===== src/rtl/fp32_add_post.sv =====
// fp32_add_post: result stage behind the combinational fp32 adder.
// Stage 1 registers the operands, the raw sum and the tag, and classifies each operand.
// Stage 2 applies the special-value, cancellation, overflow and underflow overrides.
// It raises the {NV, OF, UF} flags and holds the result behind a valid/ready handshake.
// Define FP32_ADD_POST_STATS_EN to build the saturating per-flag event counters.
// When the macro is not defined, stat_*_cnt read as zero.
module fp32_add_post #(
    parameter int TAG_W  = 4,
    parameter int STAT_W = 16
) (
    input  logic              clk,
    input  logic              rst_n,
    input  logic              in_valid,
    output logic              in_ready,
    input  logic [31:0]       in_x,
    input  logic [31:0]       in_y,
    input  logic [31:0]       in_r,
    input  logic [TAG_W-1:0]  in_tag,
    output logic              out_valid,
    input  logic              out_ready,
    output logic [31:0]       out_r,
    output logic [TAG_W-1:0]  out_tag,
    output logic [2:0]        out_flags,
    output logic [STAT_W-1:0] stat_nv_cnt,
    output logic [STAT_W-1:0] stat_of_cnt,
    output logic [STAT_W-1:0] stat_uf_cnt
);

    localparam logic [31:0] QNAN   = 32'h7FC0_0000;
    localparam logic [30:0] INF_MAG = 31'h7F80_0000;

    typedef struct packed {
        logic nan;
        logic snan;
        logic inf;
        logic zero;   // true zero or subnormal (flushed)
    } fp_class_t;

    function automatic fp_class_t classify(input logic [31:0] v);
        fp_class_t c;
        c.nan  = (v[30:23] == 8'hFF) && (v[22:0] != 23'd0);
        c.snan = c.nan && !v[22];
        c.inf  = (v[30:23] == 8'hFF) && (v[22:0] == 23'd0);
        c.zero = (v[30:23] == 8'h00);
        return c;
    endfunction

    // Pipeline state
    logic             r_s1_valid;
    logic [31:0]      r_s1_x;
    logic [31:0]      r_s1_y;
    logic [31:0]      r_s1_r;
    logic [TAG_W-1:0] r_s1_tag;
    fp_class_t        r_s1_xc;
    fp_class_t        r_s1_yc;
    logic [7:0]       r_s1_big_exp;
    logic             r_s1_eff_sub;

    logic             r_out_valid;
    logic [31:0]      r_out_r;
    logic [TAG_W-1:0] r_out_tag;
    logic [2:0]       r_out_flags;

    logic             w_en1;
    logic             w_en2;
    logic             w_accept;
    logic [31:0]      w_fix_r;
    logic [2:0]       w_fix_flags;
    logic [7:0]       w_r_exp;

    // A stage advances when it is empty or its contents move on this cycle.
    assign w_en2    = !r_out_valid || out_ready;
    assign w_en1    = !r_s1_valid || w_en2;
    assign w_accept = in_valid && w_en1;
    assign in_ready = w_en1;

    // Stage 1 occupancy; cleared asynchronously so in-flight beats are discarded on reset.
    always_ff @(posedge clk or negedge rst_n) begin
        if (!rst_n) begin
            r_s1_valid <= 1'b0;
        end else if (w_en1) begin
            // NOTE: non-blocking assignments on every register, so all stages sample pre-edge values.
            r_s1_valid <= in_valid;
        end
    end

    // Stage 1 payload: capture operands, raw sum, tag and the operand classification.
    // NOTE: payload registers carry no reset; r_s1_valid qualifies them, so stale contents are never used.
    always_ff @(posedge clk) begin
        if (w_accept) begin
            r_s1_x       <= in_x;
            r_s1_y       <= in_y;
            r_s1_r       <= in_r;
            r_s1_tag     <= in_tag;
            r_s1_xc      <= classify(in_x);
            r_s1_yc      <= classify(in_y);
            r_s1_big_exp <= (in_x[30:23] > in_y[30:23]) ? in_x[30:23] : in_y[30:23];
            r_s1_eff_sub <= in_x[31] ^ in_y[31];
        end
    end

    assign w_r_exp = r_s1_r[30:23];

    // Priority fixup of the raw sum; the first matching case wins.
    always_comb begin
        // NOTE: defaults first, so every path assigns every output and no latch is inferred.
        w_fix_r     = r_s1_r;
        w_fix_flags = 3'b000;
        if (r_s1_xc.nan || r_s1_yc.nan) begin
            w_fix_r        = QNAN;
            w_fix_flags[2] = r_s1_xc.snan || r_s1_yc.snan;
        end else if (r_s1_xc.inf && r_s1_yc.inf && r_s1_eff_sub) begin
            w_fix_r        = QNAN;
            w_fix_flags[2] = 1'b1;
        end else if (r_s1_xc.inf) begin
            w_fix_r = r_s1_x;          // covers two same-signed infinities too
        end else if (r_s1_yc.inf) begin
            w_fix_r = r_s1_y;
        end else if (r_s1_xc.zero && r_s1_yc.zero) begin
            w_fix_r = {r_s1_x[31] & r_s1_y[31], 31'd0};
        end else if (r_s1_xc.zero) begin
            w_fix_r = r_s1_y;
        end else if (r_s1_yc.zero) begin
            w_fix_r = r_s1_x;
        end else if (r_s1_eff_sub && (r_s1_x[30:0] == r_s1_y[30:0])) begin
            w_fix_r = 32'd0;           // exact cancellation is +0 under round-to-nearest-even
        end else if ((w_r_exp == 8'hFF) || ((w_r_exp == 8'h00) && (r_s1_big_exp >= 8'hFE))) begin
            w_fix_r        = {r_s1_r[31], INF_MAG};
            w_fix_flags[1] = 1'b1;
        end else if ((w_r_exp == 8'h00) || (r_s1_eff_sub && (w_r_exp > r_s1_big_exp))) begin
            w_fix_r        = {r_s1_r[31], 31'd0};
            w_fix_flags[0] = 1'b1;
        end
    end

    // Output stage: loads on en2 and holds the current result while the consumer stalls.
    always_ff @(posedge clk or negedge rst_n) begin
        if (!rst_n) begin
            r_out_valid <= 1'b0;
            r_out_r     <= 32'd0;
            r_out_tag   <= '0;
            r_out_flags <= 3'b000;
        end else if (w_en2) begin
            r_out_valid <= r_s1_valid;
            if (r_s1_valid) begin
                r_out_r     <= w_fix_r;
                r_out_tag   <= r_s1_tag;
                r_out_flags <= w_fix_flags;
            end
        end
    end

    assign out_valid = r_out_valid;
    assign out_r     = r_out_r;
    assign out_tag   = r_out_tag;
    assign out_flags = r_out_flags;

`ifdef FP32_ADD_POST_STATS_EN
    logic              w_fire_out;
    logic [STAT_W-1:0] r_nv_cnt;
    logic [STAT_W-1:0] r_of_cnt;
    logic [STAT_W-1:0] r_uf_cnt;

    assign w_fire_out = r_out_valid && out_ready;

    // Saturating event counters, stepped once per flagged result handed to the consumer.
    always_ff @(posedge clk or negedge rst_n) begin
        if (!rst_n) begin
            r_nv_cnt <= '0;
            r_of_cnt <= '0;
            r_uf_cnt <= '0;
        end else if (w_fire_out) begin
            if (r_out_flags[2] && (r_nv_cnt != {STAT_W{1'b1}})) r_nv_cnt <= r_nv_cnt + 1'b1;
            if (r_out_flags[1] && (r_of_cnt != {STAT_W{1'b1}})) r_of_cnt <= r_of_cnt + 1'b1;
            if (r_out_flags[0] && (r_uf_cnt != {STAT_W{1'b1}})) r_uf_cnt <= r_uf_cnt + 1'b1;
        end
    end

    assign stat_nv_cnt = r_nv_cnt;
    assign stat_of_cnt = r_of_cnt;
    assign stat_uf_cnt = r_uf_cnt;
`else
    assign stat_nv_cnt = '0;
    assign stat_of_cnt = '0;
    assign stat_uf_cnt = '0;
`endif

endmodule

===== config.mk =====
export PLATFORM = sky130hd
export DESIGN_NAME = fp32_add_post
export DESIGN_NICKNAME = d
export VERILOG_FILES = /design/src/rtl/fp32_add_post.sv
export SDC_FILE = /design/constraint.sdc
export NUM_CORES = 1
export LEC_CHECK = 0
export CORE_MARGIN = 2
export CORE_UTILIZATION = 51
export DETAILED_ROUTE_END_ITERATION = 7
export PLACE_DENSITY = 0.82
export SYNTH_ARGS = -nofsm -noshare
export SYNTH_HDL_FRONTEND = slang
export SYNTH_SLANG_ARGS = --single-unit

===== constraint.sdc =====
create_clock -name clk -period 8.5 [get_ports clk]
set_input_delay 1.7 -clock clk [delete_from_list [all_inputs] [get_ports clk]]
set_output_delay 1.7 -clock clk [all_outputs]
set_load 0.03 [all_outputs]

==> results.md, run 1 <==
- Longest Clk Path Bufs: 2
- Cell with the largest stage delay on the worst path: clkdlybuf4s50_1
- Detailed-route DRC error count: 0
- Total number of vias: 6,762
- Footprint of the multi-input gates: 0.003139 mm^2
- Number of global-route vias before repair: 6,021
- Share of final-layout standard cells stronger than drive strength 1: 6.400%
- TritonCTS clock tree: built
- Crit path capture type: primary output
- GP Congestion: 0.8714
- Final antenna diode count: 0
- Total power per unit cell area: 211.3 mW/mm^2
- Top delay family on crit path: buffers and inverters
- Maximum fanout encountered on the critical timing path: 3
- Clock latency on the worst-skew pair: 0.44 ns
- Avg Synthesized Cell Area: 11.09 um^2
- I/O pins: 193
- Post-route total power: 2.149 mW
- Share of the clock period used by the worst path: 55.19%
- Net total in the final layout: 982
- Router iterations before antenna repair: 8
- Highest cell delay on the worst timing path: 0.68 ns
- Static Leak: 3.731 nW
- Largest net degree at the start of global routing: 73
- Total routing resource utilization after global routing: 26.07%
- Worst slew margin relative to its limit: 17.18%
- Worst Setup Start Kind: input pin
- Number of violations reported at the end of detailed-routing iteration 0: 1,279
- Starting density of the core: 51.58%
- Final non-filler cell area: 0.01017 mm^2
- Post-CTS Setup Inserts: 0
- Clock tree root buffer cell: clkbuf_16
- Arrival time of the worst setup path: 2.99 ns
- CTS H-Tree Depth: 4
- Max-cap violation count: 0
- Warning count from the yosys run: 0
- Cell repeated most along the worst path: clkdlybuf4s50_1
- Slew Limit Fails: 0
- DP Wirelength: 15,080 um
- Final wirelength: 22,270 um
- Crit Path Class: in2out
- Global-route wire length before repair: 33,290 um
- Placeable Area: 0.01571 mm^2
- Slew at the pin closest to its max-slew limit: 1.239 ns
- Final setup violation count: 0
- Routed length per instance: 20.41 um
- Crit-path cells: clkdlybuf4s50_1 -> nand3b_1 -> clkdlybuf4s50_1
- Cts bufs inserted: 17
- Post-cts resize count: 0
- Area taken by flip-flops and latches: 0.004539 mm^2
- Gate Count Post-Synth: 731
- Number of synthesized flops with an enable pin: 117
- Status: completed
- Post-synthesis sequential area ratio: 56.01%
- Clock slew at reported path FFs: 0.07 ns
- Hold Vio Cnt, Final: 0
- Final worst clock skew: 0.01101 ns
- Post-synthesis to final-layout area growth: 25.47%
- Post-synthesis cell area: 0.008104 mm^2
- Worst path buffer plus inverter count: 2
- Std-Cell Rows: 46
- Number of storage elements in the synthesis netlist: 158
- Die extent in y: 130.1 um
- Post-synthesis async set-or-reset flop share: 25.95%
- Antenna Violating Nets Remaining: 0
- Die Outline Area: 0.01691 mm^2
- Final Hold Slack: 0.4436 ns
- Post-synth cell types: 54
- IO Port Bufs: 144
- Fill cell instance count of the final layout: 1,172
- Overflow left after global routing: 0
- Chip Width: 130.1 um
- Upper clock frequency limit: 213.2 MHz
- Hold buffers post-CTS: 0
- Vias per Instance: 6.198
- Post-DP Area: 0.009539 mm^2
- Number of clock sinks: 158
- Hold WC Path Type: reg2reg
- Number of antenna violations at the first check in global routing: 0
- Setup tns final: 0 ns
- Time the worst path needs with I/O delays and setup: 4.691 ns
- Setup repair after global routing missed its margin: no
- Critical path data required time: 6.80 ns
- Most used DFF post-synth: edfxtp_1
- Maximum resistive drop on vdd: 185.2 uV
==> sequential cells by signal (all words and copies together) (netlist names) <==
name / count
r_s1_valid: 1
out_valid: 1
r_s1_x: 32
r_s1_y: 32
out_tag: 4
out_flags: 3
r_s1_xc: 4
r_s1_r: 32
r_s1_big_exp: 8
r_s1_yc: 4
out_r: 32
r_s1_tag: 4
r_s1_eff_sub: 1
==> kinds of logic (layout without fill, tap and decap cells) <==
group | count (synthesis) | after routing | share of synthesized area [%]
XOR/XNOR | 28 | 28 | 3.026
buffers and inverters | 111 | 208 | 7.488
AO/OA/AOI/OAI | 205 | 205 | 17.26
adder cells (fa/ha/maj) | 16 | 16 | 2.470
multiplexers | 8 | 8 | 1.112
other | 1 | 48 | 0.04627
flip-flops | 158 | 158 | 56.01
AND/OR/NAND/NOR | 204 | 204 | 12.58
==> cells in the mapped netlist (all sizes together), types with 2 or more instances <==
master,count,share of area (%)
dfrtp,41,13
a221oi,10,1.1
or4,4,0.37
nor4,19,1.7
a32oi,7,0.76
and2,2,0.15
o21ai,10,0.62
edfxtp,117,43
and4,3,0.32
a21o,10,0.93
nand2,36,1.7
a222oi,22,2.7
xnor2,25,2.7
nand3,6,0.37
a21oi,72,4.4
o22ai,8,0.62
nor2b,4,0.31
nand2b,7,0.54
xor2,3,0.32
mux2,8,1.1
nand4,21,1.6
or2,3,0.23
ha,16,2.5
nor3,33,2.0
a311oi,2,0.29
and3,2,0.15
a211oi,29,2.7
buf,56,4.9
clkbuf,32,1.5
inv,23,1.1
nor2,62,2.9
a31oi,24,1.9
==> metal layers <==
layer	part of all wire, %	track usage [%]	vias up
met4	2.7	9.108	0
met1	38	35.45	3210
met3	12	6.642	61
li1	-	-	3008
met5	0	0	-
met2	48	41.05	483
==> stage by stage <==
| step | setup slack, ns | util (%) | cells |
|---|---|---|---|
| 3_5_place_dp | 3.809 | 60.71 | 1059 |
| 6_report | 3.809 | 64.72 | 1091 |
| 5_1_grt | 3.751 | 64.72 | 1091 |
| 4_1_cts | 3.801 | 64.72 | 1091 |
| 2_1_floorplan | 3.237 | - | 778 |
| 3_3_place_gp | 3.833 | 60.71 | 1059 |
==> power breakdown <==
group / internal [mW] / total, mW / leakage (nW) / switching, mW
sequential: 0.900 / 0.955 / 1.63 / 0.0551
combinational: 0.154 / 0.384 / 1.79 / 0.230
clock: 0.473 / 0.810 / 0.305 / 0.337
==> tightest hold or removal path: stages, from the launching register on <==
cell	delay (ns)
edfxtp_1	0.32
nand2_1	0.04
nand2_1	0.05
==> worst paths after layout <==
check	start	cells past startpoint	to	slack, ns
worst max-delay path	out_ready	3	in_ready	3.81
worst min-delay path	r_s1_tag[3]	2	out_tag[3]	0.44
worst max register to register	r_s1_r[24]	7	out_r[11]	5.23
worst min register to register	r_s1_tag[3]	2	out_tag[3]	0.44
max in group asynchronous	rst_n	1	out_r[14]	6.41
min in group asynchronous	rst_n	1	out_tag[3]	1.45
==> placed cells by master, fill, tap and decap left out, drive strengths merged, types with 22 or more instances in the layout <==
| cell type | instances |
|---|---|
| a21oi | 72 |
| xnor2 | 25 |
| clkdlybuf4s50 | 143 |
| a211oi | 29 |
| edfxtp | 117 |
| a31oi | 24 |
| nor2 | 62 |
| a222oi | 22 |
| inv | 29 |
| conb | 48 |
| nor3 | 33 |
| nand2 | 36 |
| dfrtp | 41 |
==> final cells by class <==
cell class | instances | area share [%]
flip-flops and latches | 158 | 44.64
inverters | 23 | 0.8490
multi-input cells | 509 | 30.87
clock inverters | 15 | 2.006
well taps | 216 | 2.658
clock buffers | 17 | 4.184
repair buffers | 153 | 14.79
Note: power is estimated with default switching activity, not from simulation.
==> inputs of run 2 (changes only) <==
--- a/config.mk
+++ b/config.mk
@@ -6,9 +6,9 @@
 export NUM_CORES = 1
 export LEC_CHECK = 0
 export CORE_MARGIN = 2
-export CORE_UTILIZATION = 51
+export CORE_UTILIZATION = 50
 export DETAILED_ROUTE_END_ITERATION = 7
-export PLACE_DENSITY = 0.82
+export PLACE_DENSITY = 0.8
 export SYNTH_ARGS = -nofsm -noshare
 export SYNTH_HDL_FRONTEND = slang
 export SYNTH_SLANG_ARGS = --single-unit
==> constraint.sdc (replaced) <==
create_clock -name clk -period 4.6 [get_ports clk]
set_input_delay 0.92 -clock clk [delete_from_list [all_inputs] [get_ports clk]]
set_output_delay 0.92 -clock clk [all_outputs]
set_load 0.03 [all_outputs]
==> run 2 against run 1 <==
Compared with the run above:
- the flow now finishes with violations (DRC)
- worst setup slack got worse by 2.4 ns
- global-route usage down 0.63 points
- sequential power rose by 84%
- clock skew about the same
- combinational power is 86% higher
==> results.md, run 2 (same netlist as run 1, synthesis figures left out) <==
- Worst slew margin relative to its limit: 31.24%
- Router iterations before antenna repair: 8
- Cts bufs inserted: 17
- Clock tree root buffer cell: clkbuf_16
- Max-cap violation count: 0
- Cell count after placement: 1,062
- Highest cell delay on the worst timing path: 0.69 ns
- Number of global-route vias before repair: 6,393
- Post-DP Area: 0.009572 mm^2
- Clock latency on the worst-skew pair: 0.43 ns
- Crit Path Class: in2out
- Total routing resource utilization after global routing: 25.44%
- Slew Limit Fails: 0
- Cell repeated most along the worst path: clkdlybuf4s50_1
- Final wirelength: 21,930 um
- Number of violations reported at the end of detailed-routing iteration 0: 1,260
- Overflow left after global routing: 0
- Maximum fanout encountered on the critical timing path: 3
- Post-place setup slack: 1.358 ns
- Total number of vias: 6,726
- IO Port Bufs: 144
- Final Hold Slack: 0.4452 ns
- Starting density of the core: 51.02%
- Clock slew at reported path FFs: 0.07 ns
- Critical path data required time: 3.68 ns
- Placeable Area: 0.01589 mm^2
- Arrival time of the worst setup path: 2.22 ns
- Status: complete, but fails checks
- Hold WC Path Type: reg2reg
- Utilization after layout: 64.17%
- Post-cts resize count: 0
- Final worst clock skew: 0.01096 ns
- Net total in the final layout: 985
- DP Wirelength: 14,950 um
- Routed length per instance: 20.02 um
- Longest Clk Path Bufs: 2
- Fill cell instance count of the final layout: 1,249
- GP Congestion: 0.9002
- Die Outline Area: 0.01724 mm^2
- Crit-path cells: clkdlybuf4s50_1 -> nand3b_1 -> clkdlybuf4s50_1
- Commonest non-fill, non-tap cell in the layout: clkdlybuf4s50_1
- Final setup margin: 1.455 ns
- CTS H-Tree Depth: 4
- Vias per Instance: 6.142
- Failing checks: DRC
- Hold buffers post-CTS: 0
- Largest net degree at the start of global routing: 78
- Antenna Violating Nets Remaining: 0
- Static Leak: 3.744 nW
- Chip Width: 131.3 um
- Slew at the pin closest to its max-slew limit: 1.031 ns
- Cell Count, Final, Fillers Out: 1,095
- Worst Setup Start Kind: input pin
- Crit path capture type: primary output
- Die extent in y: 131.3 um
- Share of the clock period used by the worst path: 68.36%
- I/O pins: 193
- Share of final-layout standard cells stronger than drive strength 1: 6.492%
- Number of antenna violations at the first check in global routing: 1
- TritonCTS clock tree: built
- Post-CTS Setup Inserts: 0
- Final non-filler cell area: 0.01019 mm^2
- Maximum resistive drop on vdd: 343.3 uV
- Std-Cell Rows: 46
- Setup repair after global routing missed its margin: no
- Time the worst path needs with I/O delays and setup: 3.145 ns
- Leading cell types in the layout, fill and taps excluded: clkdlybuf4s50_1, edfxtp_1, a21oi_1
- Final setup violation count: 0
- Global-route wire length before repair: 34,620 um
- Post-route total power: 3.941 mW
- Cell with the largest stage delay on the worst path: clkdlybuf4s50_1
- Hold Vio Cnt, Final: 0
- Post-synthesis to final-layout area growth: 25.78%
- Setup tns final: 0 ns
- Total power per unit cell area: 386.7 mW/mm^2
- Upper clock frequency limit: 318.0 MHz
- Number of clock sinks: 158
- Detailed-route DRC error count: 5
-- run 2: cell count changes in the layout (fill, tap and decap cells not counted), sizes merged --
cell	delta
buf	+3
bufinv	-1
clkbuf	+5
clkinv	-3
clkinvlp	+1
diode	+1
inv	-2
-- run 2: worst max-delay path, delay by kind of cell --
kind,cells,cell delay (ns)
buf+inv,2,1.16
simple gates,1,0.15
-- run 2: routing by layer --
metal	part of all wire (%)	wire length, um	global-route usage (%)	vias up
li1	-	-	-	3015
met1	38	8426	33.46	3176
met2	46	10180	39.39	475
met3	11	2455	6.636	60
met4	3.9	866	12.44	0
met5	0	0	0	-
-- run 2: cell type report --
class | count | area [um^2] | share of cell area (%)
Sequential cell | 158 | 4539 | 44.53
Timing Repair Buffer | 156 | 1539 | 15.10
Clock buffer | 22 | 496.7 | 4.873
Antenna cell | 1 | 2.502 | 0.02455
Clock inverter | 10 | 122.6 | 1.203
Multi-Input combinational cell | 509 | 3137 | 30.77
Tap cell | 216 | 270.3 | 2.651
Inverter | 23 | 86.33 | 0.8469
-- run 2: final timing paths --
check | start | endpoint | slack [ns] | cells after the start
max | out_ready | in_ready | 1.46 | 3
min | r_s1_tag[1] | out_tag[1] | 0.45 | 2
max reg2reg | r_s1_x[30] | out_r[5] | 2.22 | 7
min reg2reg | r_s1_tag[1] | out_tag[1] | 0.45 | 2
max in group asynchronous | rst_n | out_r[11] | 3.30 | 1
min in group asynchronous | rst_n | out_tag[2] | 0.67 | 1
-- run 2: report_power, final --
part | leakage (nW) | total [mW] | switching, mW | internal, mW
registers | 1.63 | 1.76 | 0.0981 | 1.66
logic | 1.81 | 0.713 | 0.424 | 0.289
clock network | 0.300 | 1.47 | 0.582 | 0.886
